$ cat src/rtl/td4_load_run_ctrl.sv
// Load/run sequencer for the TD4 4-bit CPU: byte-serial program load with
// checksum, then free-run / single-step / breakpoint control via cpu_ce.
module td4_load_run_ctrl (
  input  logic       CLK,
  input  logic       RST,
  input  logic       ld_start,
  input  logic       ld_valid,
  input  logic [7:0] ld_data,
  output logic       ld_ready,
  input  logic [7:0] ld_sum,
  input  logic       run,
  input  logic       step,
  input  logic       bp_en,
  input  logic [3:0] bp_addr,
  input  logic [3:0] pc,
  output logic [7:0] mem0,
  output logic [7:0] mem1,
  output logic [7:0] mem2,
  output logic [7:0] mem3,
  output logic [7:0] mem4,
  output logic [7:0] mem5,
  output logic [7:0] mem6,
  output logic [7:0] mem7,
  output logic [7:0] mem8,
  output logic [7:0] mem9,
  output logic [7:0] memA,
  output logic [7:0] memB,
  output logic [7:0] memC,
  output logic [7:0] memD,
  output logic [7:0] memE,
  output logic [7:0] memF,
  output logic       cpu_rst_n,
  output logic       cpu_ce,
  output logic [2:0] state,
  output logic       load_err,
  output logic [7:0] cycle_cnt
);

  typedef enum logic [2:0] {
    S_IDLE  = 3'b000,
    S_LOAD  = 3'b001,
    S_CHECK = 3'b010,
    S_PAUSE = 3'b011,
    S_RUN   = 3'b100,
    S_HALT  = 3'b101
  } state_t;

  state_t     state_q, state_d;
  logic [3:0] addr_q;
  logic [7:0] sum_q;
  logic       step_q;
  logic       ld_ready_q;
  logic       load_err_q;
  logic [7:0] cnt_q;
  logic [7:0] mem_q [16];

  logic       load_go;
  logic       step_go;
  logic       restart;
  logic       beat;
  logic       wr_en;
  logic       bp_hit;

  // Load link: a byte transfers on a rising edge where ld_valid & ld_ready.
  // ld_ready depends only on state; a beat coinciding with ld_start is dropped.
  assign beat    = ld_valid & ld_ready_q;
  assign restart = (state_q == S_LOAD) & ld_start;
  assign wr_en   = (state_q == S_LOAD) & beat & ~ld_start;
  assign bp_hit  = bp_en & (pc == bp_addr);

  always_comb begin
    state_d = state_q;
    load_go = 1'b0;
    step_go = 1'b0;
    case (state_q)
      S_IDLE: begin
        if (ld_start) begin
          state_d = S_LOAD;
          load_go = 1'b1;
        end
      end
      S_LOAD: begin
        if (wr_en && addr_q == 4'hF) state_d = S_CHECK;
      end
      S_CHECK: begin
        state_d = (sum_q == ld_sum) ? S_PAUSE : S_IDLE;
      end
      S_PAUSE: begin
        if (ld_start) begin
          state_d = S_LOAD;
          load_go = 1'b1;
        end else if (step && !step_q) begin
          step_go = 1'b1;
        end else if (run && !step_q) begin
          state_d = S_RUN;
        end
      end
      S_RUN: begin
        if (ld_start) begin
          state_d = S_LOAD;
          load_go = 1'b1;
        end else if (bp_hit) begin
          state_d = S_HALT;
        end else if (!run) begin
          state_d = S_PAUSE;
        end
      end
      S_HALT: begin
        if (ld_start) begin
          state_d = S_LOAD;
          load_go = 1'b1;
        end else if (step && !step_q) begin
          step_go = 1'b1;
          state_d = S_PAUSE;
        end
      end
      default: state_d = S_IDLE;
    endcase
  end

  always_ff @(posedge CLK or negedge RST) begin
    if (!RST) begin
      state_q    <= S_IDLE;
      addr_q     <= 4'h0;
      sum_q      <= 8'h00;
      step_q     <= 1'b0;
      ld_ready_q <= 1'b0;
      load_err_q <= 1'b0;
      cnt_q      <= 8'h00;
      for (int i = 0; i < 16; i++) mem_q[i] <= 8'h00;
    end else begin
      state_q    <= state_d;
      ld_ready_q <= (state_d == S_LOAD);
      step_q     <= step_go;

      if (load_go || restart) begin
        addr_q <= 4'h0;
        sum_q  <= 8'h00;
      end else if (wr_en) begin
        mem_q[addr_q] <= ld_data;
        sum_q         <= sum_q + ld_data;
        addr_q        <= addr_q + 4'd1;
      end

      if (load_go)
        load_err_q <= 1'b0;
      else if (state_q == S_CHECK && sum_q != ld_sum)
        load_err_q <= 1'b1;

      if (load_go)
        cnt_q <= 8'h00;
      else if (cpu_ce && cnt_q != 8'hFF)
        cnt_q <= cnt_q + 8'd1;
    end
  end

  // The instruction at bp_addr is withheld in the very cycle pc reaches it.
  assign cpu_ce    = ((state_q == S_RUN) & ~bp_hit) | step_q;
  assign cpu_rst_n = (state_q == S_PAUSE) | (state_q == S_RUN) | (state_q == S_HALT);
  assign state     = state_q;
  assign ld_ready  = ld_ready_q;
  assign load_err  = load_err_q;
  assign cycle_cnt = cnt_q;

  assign mem0 = mem_q[0];
  assign mem1 = mem_q[1];
  assign mem2 = mem_q[2];
  assign mem3 = mem_q[3];
  assign mem4 = mem_q[4];
  assign mem5 = mem_q[5];
  assign mem6 = mem_q[6];
  assign mem7 = mem_q[7];
  assign mem8 = mem_q[8];
  assign mem9 = mem_q[9];
  assign memA = mem_q[10];
  assign memB = mem_q[11];
  assign memC = mem_q[12];
  assign memD = mem_q[13];
  assign memE = mem_q[14];
  assign memF = mem_q[15];

endmodule

$ cat config.mk
export PLATFORM = sky130hd
export DESIGN_NAME = td4_load_run_ctrl
export DESIGN_NICKNAME = d
export VERILOG_FILES = /design/src/rtl/td4_load_run_ctrl.sv
export SDC_FILE = /design/constraint.sdc
export NUM_CORES = 1
export LEC_CHECK = 0
export ABC_AREA = 1
export CAP_MARGIN = 10
export CORE_UTILIZATION = 32
export CTS_BUF_LIST = sky130_fd_sc_hd__clkbuf_16
export CTS_CLUSTER_SIZE = 24
export DETAILED_ROUTE_END_ITERATION = 8
export PLACE_DENSITY_LB_ADDON = 0.12
export SLEW_MARGIN = 30
export SYNTH_ARGS = -nofsm -noshare
export SYNTH_HDL_FRONTEND = slang
export SYNTH_SLANG_ARGS = --single-unit
$ cat constraint.sdc
create_clock -name CLK -period 1.9 [get_ports CLK]
set_input_delay 0.38 -clock CLK [delete_from_list [all_inputs] [get_ports CLK]]
set_output_delay 0.38 -clock CLK [all_outputs]
set_load 0.05 [all_outputs]
==> results.cfg <==
[timing]
fmax_mhz = 537.2
slew_headroom = 0.5138
finClkSkew_ns = 0.009487
finalHoldViolations = 0
fin_crit_ns = 1.862
tightest_slew_ns = 0.7284
timing.final.crit_share = 0.9798
rsz0062_at_grt = no
finalMaxSlewViolations = 0
hold-worst-slack_ns = 0.4841
setup_viol = 0

[global_route]
grt_pass1_vias = 5700
grt_pass1_wl_um = 31470
overflow = 0
track_usage = 0.1901
grt_max_degree = 52
antenna_found_initial = 0

[worst_hold_path]
min_path_type = reg -> reg
worstHoldStart = memC[4]$_DFFE_PN0P_

[clock_tree]
cts_tree = done
clk_pin_slew_ns = 0.06
clock_sinks = 154
clock_latency_ns = 0.42
cts_max_level = 4
clockRootBuffer = clkbuf_16
cts_inserted_buffers = 17
clock_tree.buffer_depth = 2

[route]
viasPerCell = 4.574
routed_wl_um = 19220
dr.first_iter.drc_count = 260
drt_pass1_iterations = 4
detail-route-antenna-nets = 0
wire_per_inst_um = 16.12
num_vias = 5452
drc = 0

[worst_setup_path]
r2r_slack_ns = 0.15
critical_path_class = reg -> out
arrival_ns = 1.48
timing.rr.start = sum_q[0]$_DFFE_PN0P_
worstSetupEndpointType = primary output
startpoint_type = register
worstPathRequired_ns = 1.52
crit_start = state[1]$_DFF_PN0_
critPathMaxFanout = 4

[synthesis]
yosys_register_bits = 154
synth-seq-area-share = 0.5827
yosys_warnings = 0
synth_top_family_by_area = simple AND/OR/NAND/NOR gates
synth_xor_area_frac = 0.02119
async_reset_ff_frac = 1.000
synth_fa_ha_area_frac = 0.02573
synthFlopType = dfrtp_1
synth_fp_nets = 738
netlist_top_cells_area = dfrtp_1, nand2_1, o21ai_1, o21ai_0, inv_1
synth_compound_gate_area_share = 0.1317
syn_area_per_cell_um2 = 9.530
synthMuxAreaShare = 0
syn_area_um2 = 6614
synth_top_cell_by_area = dfrtp_1
synth_edf_count = 0
synthCells = 694
synth-simple-area-share = 0.1886
synth_top_area_share = 0.5827
yosysUniqueCellTypes = 35

[placed_design]
dp_hpwl_um = 13540
gp_congestion = 0.8341
port_buffers = 173

[power]
power.density_nw_per_um2 = 1101
ir_worst_vdd_mv = 0.8628
cellLeakagePower_nw = 4.982
power_mw = 10.34

[run]
drv_cap = 0

[finish]
fin_nets = 953
drive_gt1_frac = 0.2310
antennaDiodeCount = 0
area_growth_pct = 41.98
nFillCells = 1962

[floorplan]
pin_count = 174
rows = 52
die_y_um = 145.8
fp.dieW_um = 145.8
dieArea_um2 = 21250
initial_core_util = 0.3269
core-area_um2 = 20230

[run_status]
outcome = completed
-- cell type report --
class                   instances  area, um2  area share
flip-flops and latches        154       3857      0.4108
multi-input cells             465       2489      0.2650
repair buffers                222       1972      0.2100
clock buffers                  17      425.4     0.04530
well taps                     270      337.8     0.03598
inverters                      49      191.4     0.02039
clock inverters                15      117.6     0.01252
-- cells in the mapped netlist, drive strengths merged, types with 5 or more instances --
cell type,number
a21oi,5
buf,16
clkbuf,10
dfrtp,154
ha,12
inv,49
nand2,206
nand3,28
nor2,36
o21ai,141
xnor2,9
xor2,7
-- routing by layer --
| metal | vias up | wire length, um | GRT usage |
|---|---|---|---|
| met5 | - | 0 | 0 |
| met4 | 0 | 154 | 0.04789 |
| met3 | 10 | 1406 | 0.06426 |
| met2 | 137 | 9008 | 0.3055 |
| met1 | 2607 | 8650 | 0.2452 |
| li1 | 2698 | - | - |
-- power breakdown --
group          internal [mW]  leakage [nW]  switching (mW)  total, mW
clock                   1.70         0.265            1.46       3.16
combinational          0.999          2.62            2.21       3.21
sequential              3.69          2.10           0.284       3.97
-- metrics by stage --
stage | utilization | std cells | cell area (um2) | TNS [ns] | setup slack (ns)
final | 0.4641 | 1192 | 9390 | 0 | 0.03846
after floorplan | - | 694 | 6615 | 0 | 0.02622
after CTS | 0.4594 | 1186 | 9295 | -0.05197 | -0.05197
after global placement | 0.4331 | 1149 | 8763 | -2.237 | -0.2723
after detailed placement | 0.4331 | 1149 | 8763 | -4.680 | -0.2872
after global routing | 0.4641 | 1192 | 9390 | 0 | 0.001458
-- worst paths after layout --
kind                                       endpoint  cells past startpoint
min                             memC[4]$_DFFE_PN0P_                      2
min reg2reg                     memC[4]$_DFFE_PN0P_                      2
max reg2reg                    sum_q[6]$_DFFE_PN0P_                     10
min in group asynchronous  cycle_cnt[6]$_DFFE_PN0P_                      2
max in group asynchronous       mem6[4]$_DFFE_PN0P_                      3
max                                       cpu_rst_n                      6
-- logic make-up after synthesis --
logic type | after synthesis
compound gates | 157
xor+xnor | 16
flops | 154
fa+ha+maj | 13
simple gates | 279
buf+inv | 75
-- repair_timing --
item                                    4_1_cts  5_1_grt
hold buffers                                  1        0
gates cloned                                  0        0
endpoints found under the setup margin       74        3
hold endpoints to repair                     44        0
buffers inserted                              4        6
gates resized for setup                      87       21
pin swaps                                     3        6
-- placed cells by master (no fill, tap or decap), types with 3 or more instances in the layout --
cell / Yosys / routed
a21oi_1: 5 / 5
buf_12: 0 / 9
buf_4: 0 / 109
clkbuf_16: 0 / 17
clkdlybuf4s50_1: 0 / 21
clkinvlp_4: 0 / 3
dfrtp_1: 154 / 151
dfrtp_2: 0 / 3
dlygate4sd2_1: 0 / 72
dlymetal6s2s_1: 0 / 8
ha_1: 12 / 12
inv_1: 45 / 39
inv_2: 2 / 8
inv_4: 2 / 3
inv_6: 0 / 3
inv_8: 0 / 3
nand2_1: 187 / 183
nand2_2: 15 / 17
nand2_4: 4 / 6
nand3_1: 26 / 24
nand3b_1: 3 / 3
nor2_1: 30 / 28
nor2_4: 2 / 4
nor2_8: 3 / 3
nor3_1: 4 / 4
o21ai_0: 41 / 38
o21ai_1: 87 / 90
o21ai_2: 12 / 12
o22ai_1: 3 / 3
xnor2_1: 9 / 9
xor2_1: 7 / 7
-- critical path: stages (launching register included) --
cell and delay (ns):
dfrtp_2 0.45, buf_4 0.16, nand3_4 0.10, nand2_4 0.07, inv_2 0.07, nand2_2 0.07, buf_12 0.15
No activity file was read; power rests on OpenSTA's default activity.
